--- src/rtl/branch_predictor_param.sv ---
// Parametrised BTB + saturating-counter direction table + global history.
// Same-cycle fetch prediction, EX-stage resolve/redirect, training and stats.
module branch_predictor_param #(
  parameter int IDX_BITS  = 6,
  parameter int CTR_BITS  = 2,
  parameter int GHR_BITS  = 0,
  parameter int STAT_BITS = 32
) (
  input  logic                 clk,
  input  logic                 rst,
  input  logic [31:0]          pc_f,
  output logic                 pred_hit_f,
  output logic                 pred_taken_f,
  output logic [31:0]          pred_target_f,
  output logic [IDX_BITS-1:0]  pred_idx_f,
  input  logic                 upd_valid_e,
  input  logic [31:0]          upd_pc_e,
  input  logic [IDX_BITS-1:0]  upd_idx_e,
  input  logic                 upd_taken_e,
  input  logic [31:0]          upd_target_e,
  input  logic                 upd_pred_taken_e,
  input  logic [31:0]          upd_pred_target_e,
  output logic                 mispredict_e,
  output logic [31:0]          redirect_pc_e,
  input  logic                 flush_tables,
  output logic [STAT_BITS-1:0] br_cnt,
  output logic [STAT_BITS-1:0] miss_cnt
);

  localparam int N  = 1 << IDX_BITS;
  localparam int TW = 30 - IDX_BITS;
  localparam int GW = (GHR_BITS > 0) ? GHR_BITS : 1;

  localparam logic [CTR_BITS-1:0] CMAX = '1;
  localparam logic [CTR_BITS-1:0] WT   =
    CTR_BITS'(2 ** (CTR_BITS - 1));
  localparam logic [CTR_BITS-1:0] WNT  =
    CTR_BITS'(2 ** (CTR_BITS - 1) - 1);

  logic [N-1:0]          validQ;
  logic [TW-1:0]         tagQ [N];
  logic [31:0]           tgtQ [N];
  logic [CTR_BITS-1:0]   ctrQ [N];
  logic [GW-1:0]         ghrQ;
  logic [STAT_BITS-1:0]  brQ;
  logic [STAT_BITS-1:0]  missQ;

  logic [IDX_BITS-1:0]   ghrExt;
  logic [IDX_BITS-1:0]   fIdx;
  logic [TW-1:0]         fTag;
  logic [IDX_BITS-1:0]   uIdx;
  logic [TW-1:0]         uTag;
  logic                  uHit;
  logic [CTR_BITS-1:0]   ctrNext;
  logic                  unusedBits;

  generate
    if (GHR_BITS > 0) begin : g_gshare
      assign ghrExt = IDX_BITS'(ghrQ);
    end else begin : g_bimodal
      assign ghrExt = '0;
    end
  endgenerate

  assign fIdx = pc_f[IDX_BITS+1:2];
  assign fTag = pc_f[31:IDX_BITS+2];
  assign uIdx = upd_pc_e[IDX_BITS+1:2];
  assign uTag = upd_pc_e[31:IDX_BITS+2];

  assign unusedBits = ^{pc_f[1:0], upd_pc_e[1:0], ghrQ};

  assign pred_idx_f    = fIdx ^ ghrExt;
  assign pred_hit_f    = validQ[fIdx] && (tagQ[fIdx] == fTag);
  assign pred_taken_f  = pred_hit_f &&
                         ctrQ[pred_idx_f][CTR_BITS-1];
  assign pred_target_f = pred_taken_f ? tgtQ[fIdx]
                                      : pc_f + 32'd4;

  assign uHit = validQ[uIdx] && (tagQ[uIdx] == uTag);

  // Redirect when direction differs or a taken target differs
  assign mispredict_e = rst && upd_valid_e &&
    ((upd_pred_taken_e != upd_taken_e) ||
     (upd_taken_e && upd_pred_taken_e &&
      (upd_pred_target_e != upd_target_e)));
  assign redirect_pc_e = upd_taken_e ? upd_target_e
                                     : upd_pc_e + 32'd4;

  assign br_cnt   = brQ;
  assign miss_cnt = missQ;

  // Saturating step of the counter selected by the carried index
  always_comb begin
    ctrNext = ctrQ[upd_idx_e];
    if (upd_taken_e) begin
      if (ctrNext != CMAX) ctrNext = ctrNext + CTR_BITS'(1);
    end else if (ctrNext != '0) begin
      ctrNext = ctrNext - CTR_BITS'(1);
    end
  end

  // Valid bits, direction counters and history
  always_ff @(posedge clk or negedge rst) begin
    if (!rst) begin
      validQ <= '0;
      ghrQ   <= '0;
      for (int i = 0; i < N; i++) ctrQ[i] <= WNT;
    end else if (flush_tables) begin
      validQ <= '0;
      ghrQ   <= '0;
    end else if (upd_valid_e) begin
      ghrQ <= GW'({ghrQ, upd_taken_e});
      if (uHit) begin
        ctrQ[upd_idx_e] <= ctrNext;
      end else if (upd_taken_e) begin
        validQ[uIdx]    <= 1'b1;
        ctrQ[upd_idx_e] <= WT;
      end
    end
  end

  // Tag/target payload; only meaningful behind a valid bit
  always_ff @(posedge clk) begin
    if (upd_valid_e && !flush_tables && upd_taken_e) begin
      tagQ[uIdx] <= uTag;
      tgtQ[uIdx] <= upd_target_e;
    end
  end

  // Saturating performance counters
  always_ff @(posedge clk or negedge rst) begin
    if (!rst) begin
      brQ   <= '0;
      missQ <= '0;
    end else if (upd_valid_e) begin
      if (brQ != '1) brQ <= brQ + STAT_BITS'(1);
      if (mispredict_e && (missQ != '1))
        missQ <= missQ + STAT_BITS'(1);
    end
  end

endmodule

--- config.mk ---
export PLATFORM = sky130hd
export DESIGN_NAME = branch_predictor_param
export DESIGN_NICKNAME = d
export VERILOG_FILES = /design/src/rtl/branch_predictor_param.sv
export SDC_FILE = /design/constraint.sdc
export NUM_CORES = 2
export LEC_CHECK = 0
export BUFFER_PORTS_ARGS = -buffer_cell sky130_fd_sc_hd__buf_2
export CORE_ASPECT_RATIO = 1.5
export CORE_MARGIN = 5
export CORE_UTILIZATION = 50
export CTS_CLUSTER_SIZE = 24
export DETAILED_ROUTE_END_ITERATION = 10
export PLACE_DENSITY = 0.66
export SLEW_MARGIN = 15
export SYNTH_ARGS = -nofsm -noshare
export SYNTH_HDL_FRONTEND = slang
export SYNTH_SLANG_ARGS = --single-unit
--- constraint.sdc ---
create_clock -name clk -period 9 [get_ports clk]
set_clock_uncertainty 0.15 [all_clocks]
set_input_delay 0.9 -clock clk [delete_from_list [all_inputs] [get_ports clk]]
set_output_delay 0.9 -clock clk [all_outputs]
set_load 0.01 [all_outputs]
---- After elaboration in Yosys (flattened, before gate mapping) ----
Memories as Yosys holds them, arrays and structs flattened.
Index checks and enable logic that the tools add are counted.
W data, S select, Z words.
storage, ports and cells
  register bits ........................... 256
  bits in writable memories ............... 3584
  bits of input ports ..................... 140
  output and inout port bits .............. 137
  memories kept ........................... 2
memories
  name  words  bits a word  read ports  clocked after memory_dff  write ports  RTL line  text
  tgtQ  64     32           1           0                         1            42        logic [31:0] tgtQ [N];
  tagQ  64     24           2           0                         1            41        logic [TW-1:0] tagQ [N];
cells by class
  $add $sub $neg .......................... 6
  order comparisons ....................... 6
  eq/ne operators ......................... 8
  multiplexer cells ....................... 28
  bitwise operators ....................... 7
  reductions and logical operators ........ 22
operators by type and width
  kind                     count
  $mux W128                2
  $mux W64                 4
  $bwmux W128              1
  $or A64 B64 Y64          2
  $add A32 B1 Y32 const B  2
  $add A32 B3 Y32 const B  2
  $and A64 B64 Y64         1
  $mux W32                 2
  $ne A32 B32 Y1 const B   2
  $not A64 Y64             1
  $eq A24 B24 Y1           2
  $ne A32 B32 Y1           1
  $bmux W2 S6              2
  $mux W2                  8
  $ge A7 B7 Y1 const B     2
  $lt A6 B7 Y1 const B     2
  $not A6 Y7               2
  $bmux W1 S6              2
  $demux W2 S6             1
  $logic_and A1 B1 Y1      12
  $reduce_bool A2 Y1       4
  $lt A7 B1 Y1 const B     1
  $demux W1 S6             1
  $ge A6 B1 Y1 const B     1
  other kinds (10)         17

---- Logic depth before layout (Yosys ltp) ----
  word-level depth ........................ 9
  depth in mapped cells ................... 19
  depth with buffers taken out ............ 10

---- Least setup slack after synthesis ----
No wires, ideal clock.
  path kind ............................... input-to-output
  start ................................... input pc_f[2]
  end ..................................... output pred_target_f[0]
  arrival ................................. 4430 ps
  path slack .............................. 3520 ps
  cell stages on the path ................. 15
  buffers on the path ..................... 10
  path through ............................ buf_6 buf_6 buf_6 buf_6 buf_4 buf_2 buf_2 buf_4 buf_2 buf_2 mux4_2 mux4_2 mux2i_1 o21ai_0 mux2_2
on the way
  word-level cells in the longest chain between the ends .. 6
RTL lines
  element                                                  RTL line  text
  start: declaration                                       11        input logic [31:0] pc_f,
  branches (longest 5 deep; another with $mem_v2 Z64 W24)  --
  $mux W32 *                                               76        assign pred_target_f = pred_taken_f ? tgtQ[fIdx]
  end: declaration                                         14        output logic [31:0] pred_target_f,
Mark *: on every way between the ends. The select of a mux whose other input is x is not followed.

---- Worst setup path after layout ----
  start ................................... input pc_f[2]
  end ..................................... output pred_target_f[31]
Same word-level chain as after synthesis.

==> metrics <==
status=finished clean; R2R Path End=ctrQ[74]; Syn Nets=9396; Worst Hold Path EP=tgtQ[21][26]; Avg Inst Size Synth=roughly 18 µm²; row cnt=about 260; Tot Pwr=38.0 mW; hold path cells=1; final instance area=189000 µm²; EDFF count, synth=around 3600; top cell type's share of synthesized area=63.8%; share of layout cells above drive strength 1=about 28%; dpl ws=~1.6 ns; FF-to-FF Start=tagQ[21][20]; WHS=0.0707 ns; CORE AREA=approximately 340000 µm²; drt pass-1 iters=7; Yosys Warn Count=0; cells taking the most area after synthesis=edfxtp_1 (64%), mux4_2 (15%), dfrtp_1 (2.8%), mux2i_1 (2.4%), mux2_2 (1.1%); cts bufs inserted=363; Routed Antenna Nets=0; Clock Latency Late Sink=0.98 ns; first-pass GRT wire length=882 mm; commonest cells in the netlist=edfxtp_1 (3584), mux4_2 (1141), mux2i_1 (397); Die Ht=around 700 µm; GRT Util Overall=36.8%; Final HPWL DP=388 mm; Critical Path AT=6.76 ns; Setup TNS Final=0 ns; Main synth FF type=edfxtp_1; Netlist cell types=86; dpl cell area=177000 µm²; clock transition at the registers of the reported paths=around 0.060 ns; final period demand of the worst path=between 7 and 8 ns; routability cong.=0.992; Worst Tran Pin Value=between 1 and 1.5 ns; most common cell in the netlist=edfxtp_1; Worst slew margin=between 7 and 8%; vias post-DR=about 110k; PwrDens=201 nW/µm²; CTS tree=yes; Reg2Reg Depth=11; period utilization=between 80 and 90%; CTS Root Cell=clkbuf_16; H-tree levels=5; Routed Wire Length=650 mm; clock sinks=3840; DRC=0; endpoints failing hold=0; pin count of the biggest net entering global routing=157; fmax=128 MHz; Ports=around 280; Synth Area in Adders=0.0490%; nets=9747; setup slack after layout=about 1.2 ns; Setup crit start kind=input pin; fraction of registers with async set/reset=approximately 6.7%; Min-Delay Path Class=input pin to flip-flop; vias in the first global route=104726; xor/xnor cell area share of the yosys netlist=1.03%; Max-cap violations=0; Compound-Gate Fraction of Synth Area=5.75%; LEAKAGE=60.9 nW; area delta synth->final=11.9%; sequential element share of the synthesized area=67.7%; crit path kind=input pin to output port; Gate Count Post-Synth=9251; CP startpoint=pc_f[2]; mux cell area share after synthesis=19.0%; CP max FO=76; RSZ-0062 raised after global routing=no; CP endpoint kind=output port; number of DRC markers in iteration 0=~19000; Max clock buf depth=4; wire length per cell=45.1 µm; Setup violations, final=0; Slew Limit Fails=0; # resized after CTS=0; Yosys top cell by area=edfxtp_1; remaining global-route overflow=0; largest family of logic cells by synthesized area=multiplexers; Die X-Extent=484 µm; CP Data Required Time=7.95 ns; via density per instance=7.46; reg2reg setup slack=3.61 ns; Synth Cell Area=169000 µm²; peak supply drop=0.246 mV; post-synthesis register bit count=3840; die area=about 350000 µm²; Initial Util=50.1%; worst hold start=upd_target_e[26]; initial antenna violation count=61; # port buffers=276; post-synthesis simple-gate area fraction=between 4 and 5%
layer usage:
layer	global-route usage [%]	part of all wire (%)	wire (µm)	vias to the layer above
met1	43.4	32	205000	55748
met5	0	0.029	190	-
met2	55.3	45	293000	9634
met4	29.5	10	65300	28
li1	-	-	-	39494
met3	12.3	13	86400	2665
area by class of cell:
class,instances,area (µm²)
antenna,57,143
clock buffer,423,9450
clock inverter,224,2040
fill,25564,148000
inverter,79,304
multi-input combinational,4588,51300
sequential,3840,114000
tap,4471,5590
timing repair buffer,730,5840
cell usage in the layout (no fill, tap or decap), types with 95 or more instances in the layout:
| cell type | count |
|---|---|
| edfxtp_1 | 3584 |
| mux4_2 | 1141 |
| mux2i_1 | 397 |
| buf_4 | 378 |
| clkbuf_16 | 367 |
| nand2_1 | 316 |
| buf_2 | 265 |
| a22oi_1 | 251 |
| nor2_1 | 209 |
| dfrtp_1 | 192 |
| mux2_2 | 168 |
| o21ai_0 | 161 |
| nand3_1 | 146 |
| a221oi_1 | 142 |
| o22ai_1 | 139 |
| xnor2_1 | 101 |
| xor2_1 | 97 |
| a21oi_1 | 97 |
| nor4_1 | 95 |
power breakdown:
part           leakage [nW]  internal [mW]  switching [mW]
clock                  5.62           8.45            6.90
combinational          19.7           1.01            2.04
sequential             35.5           19.6          0.0505
total                  60.9           29.0            8.99
registers in the layout (all words and copies together) (netlist names):
signal,flops
miss_cnt,32
tagQ,1536
br_cnt,32
tgtQ,2048
validQ,64
ctrQ,128
kinds of logic (layout without fill, tap and decap cells):
| logic type | Yosys count | after routing |
|---|---|---|
| simple gates | 1320 | 1320 |
| compound gates | 1324 | 1324 |
| other cells | 0 | 57 |
| buf+inv | 823 | 1456 |
| fa+ha+maj | 7 | 7 |
| flops | 3840 | 3840 |
| mux | 1739 | 1739 |
| xor+xnor | 198 | 198 |
timing repair:
action                     4_1_cts  5_1_grt
hold endpoints to repair        83        0
setup endpoints to repair        0        0
buffers inserted                 0        0
hold buffers                     1        0
critical path: stages:
cell and delay, ns:
buf_12 0.38, buf_4 0.45, buf_4 0.42, mux4_2 0.56, mux2_2 0.27, or3_1 0.31, nand3_1 0.43, o21ai_0 0.46
xnor2_1 0.33, and2_1 0.17, nand4_1 0.14, nor4_4 0.17, buf_4 0.70, mux2_2 0.42, buf_2 0.14
how the worst max path moves through the flow:
stage / to / slack, ns / cells past startpoint
after floorplan: pred_target_f[0] / 3.52 / 15
after global placement: pred_target_f[31] / 1.63 / 14
after detailed placement: pred_target_f[31] / 1.61 / 15
after CTS: pred_target_f[31] / 1.59 / 15
after global routing: pred_target_f[31] / 1.17 / 15
final: pred_target_f[31] / 1.19 / 15
per-stage QoR:
stage / util (%) / std cells
2_1_floorplan: - / 9251
3_3_place_gp: 52.6 / 13699
3_5_place_dp: 52.6 / 13702
4_1_cts: 56.0 / 14350
5_1_grt: 56.1 / 14376
6_report: 56.1 / 14412
Power figures use the tool's default switching activity.
